### config.mk
export PLATFORM = sky130hd
export DESIGN_NAME = pc_unit
export DESIGN_NICKNAME = d
export VERILOG_FILES = /design/src/rtl/pc_unit_pkg.sv /design/src/rtl/ras_stack.sv /design/src/rtl/pc_unit.sv
export SDC_FILE = /design/constraint.sdc
export NUM_CORES = 1
export LEC_CHECK = 0
export CORE_ASPECT_RATIO = 1.5
export CORE_MARGIN = 5
export CORE_UTILIZATION = 49
export DETAILED_ROUTE_END_ITERATION = 12
export GPL_TIMING_DRIVEN = 0
export PLACE_DENSITY = 0.8
export SLEW_MARGIN = 20
export SYNTH_ARGS = -nofsm -noshare
export SYNTH_HDL_FRONTEND = slang
export SYNTH_SLANG_ARGS = --single-unit
### constraint.sdc
create_clock -name clk -period 4 [get_ports clk]
set_input_delay 0.8 -clock clk [delete_from_list [all_inputs] [get_ports clk]]
set_output_delay 0.8 -clock clk [all_outputs]
set_load 0.02 [all_outputs]
### src/rtl/pc_unit_pkg.sv
// ============================================================================
// Module  : pc_unit_pkg
// Brief   : Next-PC selector encodings and helpers shared by the PC unit.
// Revision: 1.0 - initial release
// ============================================================================
`default_nettype none

package pc_unit_pkg;

   typedef enum logic [2:0] {
      NextIns = 3'd0,
      RelJmp  = 3'd1,
      AbsJmp  = 3'd2,
      RsJmp   = 3'd3,
      CallRel = 3'd4,
      CallAbs = 3'd5,
      RetJmp  = 3'd6,
      SelRsvd = 3'd7
   } sel_e;

   localparam int c_insn_bytes = 4;

   function automatic logic is_call(input sel_e s);
      return (s == CallRel) || (s == CallAbs);
   endfunction

endpackage

`default_nettype wire

### src/rtl/ras_stack.sv
// ============================================================================
// Module  : ras_stack
// Brief   : Circular return-address stack; a push when full overwrites oldest.
// Revision: 1.0 - initial release
// ============================================================================
`default_nettype none

module ras_stack #(
   parameter int DEPTH = 4,
   parameter int WIDTH = 32
) (
   input  logic                     clk,
   input  logic                     RST,
   input  logic                     push,
   input  logic                     pop,
   input  logic                     clear,
   input  logic [WIDTH-1:0]         push_data,
   output logic [WIDTH-1:0]         top,
   output logic [$clog2(DEPTH):0]   count,
   output logic                     underflow
);

   localparam int                  c_pw    = $clog2(DEPTH);
   localparam logic [c_pw-1:0]     c_one   = 1;
   localparam logic [c_pw:0]       c_cnt1  = 1;
   localparam logic [c_pw:0]       c_full  = (c_pw+1)'(DEPTH);

   logic [WIDTH-1:0] r_mem [DEPTH];
   logic [c_pw-1:0]  r_tp;
   logic [c_pw:0]    r_count;
   logic             r_underflow;

   logic             w_empty;
   logic [c_pw-1:0]  w_tp_inc;

   assign w_empty  = (r_count == '0);
   assign w_tp_inc = r_tp + c_one;

   always_ff @(posedge clk or posedge RST) begin
      if (RST) begin
         r_tp        <= '0;
         r_count     <= '0;
         r_underflow <= 1'b0;
      end else begin
         r_underflow <= pop && w_empty && !clear;
         if (clear) begin
            r_tp    <= '0;
            r_count <= '0;
         end else if (push) begin
            r_tp <= w_tp_inc;
            if (r_count != c_full)
               r_count <= r_count + c_cnt1;
         end else if (pop && !w_empty) begin
            r_tp    <= r_tp - c_one;
            r_count <= r_count - c_cnt1;
         end
      end
   end

   // Storage needs no reset: an entry is only read once count says it is valid.
   always_ff @(posedge clk) begin
      if (push && !clear)
         r_mem[w_tp_inc] <= push_data;
   end

   assign top       = r_mem[r_tp];
   assign count     = r_count;
   assign underflow = r_underflow;

endmodule

`default_nettype wire

### src/rtl/pc_unit.sv
// ============================================================================
// Module  : pc_unit
// Brief   : PC register, next-PC target mux, redirect priority and RAS control.
// Revision: 1.0 - initial release
// ============================================================================
`default_nettype none

module pc_unit
   import pc_unit_pkg::*;
#(
   parameter int              XLEN      = 32,
   parameter logic [XLEN-1:0] RESET_PC  = '0,
   parameter int              RAS_DEPTH = 4
) (
   input  logic                        clk,
   input  logic                        RST,
   input  logic                        pc_en,
   input  logic [2:0]                  sel,
   input  logic [15:0]                 immd16,
   input  logic [25:0]                 immd26,
   input  logic [XLEN-1:0]             rs,
   input  logic                        redirect_valid,
   input  logic [XLEN-1:0]             redirect_pc,
   input  logic                        redirect_flush_ras,
   output logic [XLEN-1:0]             pc,
   output logic [XLEN-1:0]             npc,
   output logic [$clog2(RAS_DEPTH):0]  ras_count,
   output logic                        misaligned,
   output logic                        ras_underflow
);

   logic [XLEN-1:0] r_pc;
   logic [XLEN-1:0] w_seq;
   logic [XLEN-1:0] w_rel;
   logic [XLEN-1:0] w_abs;
   logic [XLEN-1:0] w_npc;
   logic [XLEN-1:0] w_ras_top;
   logic            w_adv;
   logic            w_push;
   logic            w_pop;
   logic            w_clear;
   sel_e            w_sel;

   assign w_sel = sel_e'(sel);
   assign w_seq = r_pc + XLEN'(c_insn_bytes);
   assign w_rel = w_seq + {{(XLEN-18){immd16[15]}}, immd16, 2'b00};
   assign w_abs = {r_pc[XLEN-1:28], immd26, 2'b00};

   always_comb begin
      w_npc = w_seq;
      case (w_sel)
         RelJmp, CallRel: w_npc = w_rel;
         AbsJmp, CallAbs: w_npc = w_abs;
         RsJmp:           w_npc = rs;
         RetJmp:          w_npc = (ras_count != '0) ? w_ras_top : w_seq;
         default:         w_npc = w_seq;
      endcase
   end

   // Redirect takes priority and suppresses any RAS push/pop for this edge.
   assign w_adv   = pc_en && !redirect_valid;
   assign w_push  = w_adv && is_call(w_sel);
   assign w_pop   = w_adv && (w_sel == RetJmp);
   assign w_clear = redirect_valid && redirect_flush_ras;

   always_ff @(posedge clk or posedge RST) begin
      if (RST)
         r_pc <= RESET_PC;
      else if (redirect_valid)
         r_pc <= redirect_pc;
      else if (pc_en)
         r_pc <= w_npc;
   end

   ras_stack #(
      .DEPTH (RAS_DEPTH),
      .WIDTH (XLEN)
   ) u_ras (
      .clk       (clk),
      .RST       (RST),
      .push      (w_push),
      .pop       (w_pop),
      .clear     (w_clear),
      .push_data (w_seq),
      .top       (w_ras_top),
      .count     (ras_count),
      .underflow (ras_underflow)
   );

   assign pc         = r_pc;
   assign npc        = w_npc;
   assign misaligned = |w_npc[1:0];

endmodule

`default_nettype wire

==> flow_metrics.env <==
export IMPL_status="finished with violations"
export IMPL_violations="negative setup slack"
export IMPL_synth_most_common_cell="edfxtp_1"
export IMPL_antenna_found_initial=0
export IMPL_synth_edf_count=128
export IMPL_netlist_top_cells_area="edfxtp_1, dfrtp_1, mux4_2, ha_1, a21oi_1"
export IMPL_slowest_stage="dfrtp_2"
export IMPL_critPathCaptureType="primary output"
export IMPL_yosysTopAreaCell="edfxtp_1"
export IMPL_clk_latency_ns=0.46
export IMPL_cts_hold_buf=0
export IMPL_fp_dieH_um=189
export IMPL_syn_to_final_growth_pct=49.4
export IMPL_grt_max_degree=23
export IMPL_cp_required_ns=3.20
export IMPL_synth_fa_ha_area_share_pct=5.02
export IMPL_crit_type="register to primary output"
export IMPL_slowest_delay_ns=0.43
export IMPL_clkTransAtPathRegs_ns=0.07
export IMPL_synthCells=1005
export IMPL_synth_distinct_cells=74
export IMPL_grt_pass1_wl_um=64000
export IMPL_clock_sinks=166
export IMPL_ys_seq_elements=166
export IMPL_rsz0062_at_grt="true"
export IMPL_die_area_um2=24600
export IMPL_slew_headroom_pct=18.5
export IMPL_worst_path_buf_inv=2
export IMPL_hp_class="register to register"
export IMPL_worst_clock_skew_ns=0.0166
export IMPL_setup_violations=28
export IMPL_port_buffers=181
export IMPL_drt_wl_total_um=47800
export IMPL_ir_drop_uv=416
export IMPL_place_gp_congestion=1.01
export IMPL_cts_buffer_depth=2
export IMPL_drv_cap=0
export IMPL_viasPerCell=7.15
export IMPL_num_vias=11400
export IMPL_synthTopCellsByCount="edfxtp_1, nand2_1, a21oi_1"
export IMPL_track_usage_pct=35.2
export IMPL_finalPower_mw=6.57
export IMPL_start_kind="register"
export IMPL_antenna_left=0
export IMPL_fin_ws_ns=-1.01
export IMPL_synth_top_family_by_area="compound AO/OA/AOI/OAI gates"
export IMPL_yosysSeqAreaShare_pct=45.6
export IMPL_yosysWarnings=0
export IMPL_grt_overflow_total=0
export IMPL_synth_xor_area_share_pct=4.29
export IMPL_num_rows=65
export IMPL_maxSlewViolCount=0
export IMPL_min_period_ns=5.01
export IMPL_ioPinCount=183
export IMPL_synth_top_area_share_pct=36.5
export IMPL_num_nets_final=1470
export IMPL_grt_pass1_vias=10900
export IMPL_synth_area_um2=10500
export IMPL_ys_flop_type="edfxtp_1"
export IMPL_pwr_density_cell_nw_per_um2=418
export IMPL_root_buffer="clkbuf_16"
export IMPL_fin_crit_sh_pct=125
export IMPL_cts_tree="yes"
export IMPL_hold_viol=0
export IMPL_core_um2=21100
export IMPL_crit_family="simple AND/OR/NAND/NOR gates"
export IMPL_h_tree_depth=4
export IMPL_fin_util_pct=74.6
export IMPL_cts_buffers=17
export IMPL_cellLeakagePower_nw=5.88
export IMPL_die_x_um=130
export IMPL_muxShareOfSynthArea_pct=8.81
export IMPL_drc=0
export IMPL_start_util_pct=49.9
export IMPL_hpwlAfterDp_um=29900
export IMPL_synth_simple_area_share_pct=14.1
export IMPL_first_iter_violations=2285
export IMPL_max_freq_ghz=0.199
export IMPL_antennaDiodeCount=0
export IMPL_path_cells="and2_1, nand4_1, buf_4, xnor2_2, ha_1, nand2_1, nor2_1, nor2b_1, nand3_1, a221oi_2, xnor2_1, a221oi_2, nor2_1, clkdlybuf4s15_2"
export IMPL_synth_compound_area_share_pct=18.2
export IMPL_drive_gt1_share_pct=34.0
export IMPL_wire_per_inst_um=29.9
export IMPL_ys_async_sr_fraction_pct=22.9
export IMPL_syn_avg_cell_area_um2=10.5
export IMPL_critical_path_arrival_ns=4.21
export IMPL_dp_slack_ns=-1.51
export IMPL_drtPass1Iterations=7
export IMPL_tightest_slew_ns=1.22
export IMPL_synth_nets=1160
export IMPL_crit_fanout=7
==> worst register-to-register path, stage by stage (launching register included) <==
cell and delay (ns):
dfrtp_2 0.43, and2_1 0.29, nand4_1 0.15, buf_4 0.21, nor3_4 0.22, nand3_2 0.16
xnor2_4 0.25, ha_2 0.38, a21oi_1 0.14, o21ai_1 0.14, a32oi_2 0.26, o311ai_2 0.16
nand2b_1 0.17, a22o_1 0.24, a221o_1 0.31, a221o_1 0.33
==> layout by cell type, fill, tap and decap left out, types with 15 or more instances in the layout <==
cell type,Yosys,layout
inv_1,36,31
mux4_2,31,31
ha_1,39,19
buf_6,1,32
clkbuf_16,0,17
dfrtp_1,38,17
clkbuf_1,40,16
edfxtp_1,128,128
nor3b_1,17,17
buf_4,3,110
o211ai_1,15,15
nor2_1,77,72
clkbuf_2,3,20
nand4_1,17,17
nand3_1,26,17
o21ai_0,68,56
nand2_1,90,79
clkdlybuf4s50_1,0,146
dfrtp_2,0,21
a21oi_1,79,56
mux2i_1,18,18
a21oi_2,0,16
==> final cells by class <==
cell class / count / area, um^2
multi-input cells: 738 / 6670
fillers: 1289 / 5350
flip-flops and latches: 166 / 4820
repair buffers: 298 / 2820
clock buffers: 17 / 425
well taps: 268 / 335
plain buffers: 58 / 334
clock inverters: 15 / 176
inverters: 36 / 135
==> final timing paths <==
path / startpoint / endpoint / slack, ns / cells past startpoint
max: pc[13] / npc[19] / -1.01 / 14
min: pc[1] / u_ras.r_mem[1][1] / 0.61 / 0
max reg2reg: pc[13] / pc[29] / 0.04 / 15
min reg2reg: pc[1] / u_ras.r_mem[1][1] / 0.61 / 0
max in group asynchronous: RST / pc[20] / 2.68 / 3
min in group asynchronous: RST / pc[5] / 0.75 / 2
==> routing by layer <==
metal  vias up  track usage, %  part of all wire, %
met5         -               0                    0
met4         0            26.9                   10
met3       393            9.77                   13
met2      1267            55.9                   46
met1      5296            39.5                   31
li1       4462               -                    -
==> power breakdown <==
part	internal [mW]	switching [mW]
combinational	1.22	1.59
clock	0.848	0.846
sequential	1.97	0.105
==> cell families (layout without fill, tap and decap cells) <==
kind of cell	Yosys count	in the layout
and+or+nand+nor	303	303
AOI/OAI and AO/OA	292	292
DFF	166	166
buffers and inverters	101	424
muxes	52	52
xor gates and xnor gates	50	50
adders and majority gates	41	41
==> what timing repair did <==
item | 4_1_cts | 5_1_grt
setup endpoints to repair | 167 | 34
pin swaps | 68 | 45
buffers inserted | 71 | 43
gates resized for setup | 292 | 154
==> sequential cells by signal, summed over array words and instances, names as in the netlist <==
| name | flops |
|---|---|
| pc | 32 |
| u_ras.count | 3 |
| u_ras.underflow | 1 |
| u_ras.r_mem | 128 |
| u_ras.r_tp | 2 |
==> through the flow <==
step                      hold WS (ns)  area, um^2  std cells  setup TNS [ns]
final                            0.611       15700       1596          -16.65
after global routing             0.646       15700       1596          -18.18
after CTS                        0.605       15000       1555          -13.07
after detailed placement         0.583       13000       1459         -106.54
after global placement           0.562       12800       1454         -212.28
after floorplan                  0.513       10700       1005         -0.0529
(Power assumes the default switching activity.)
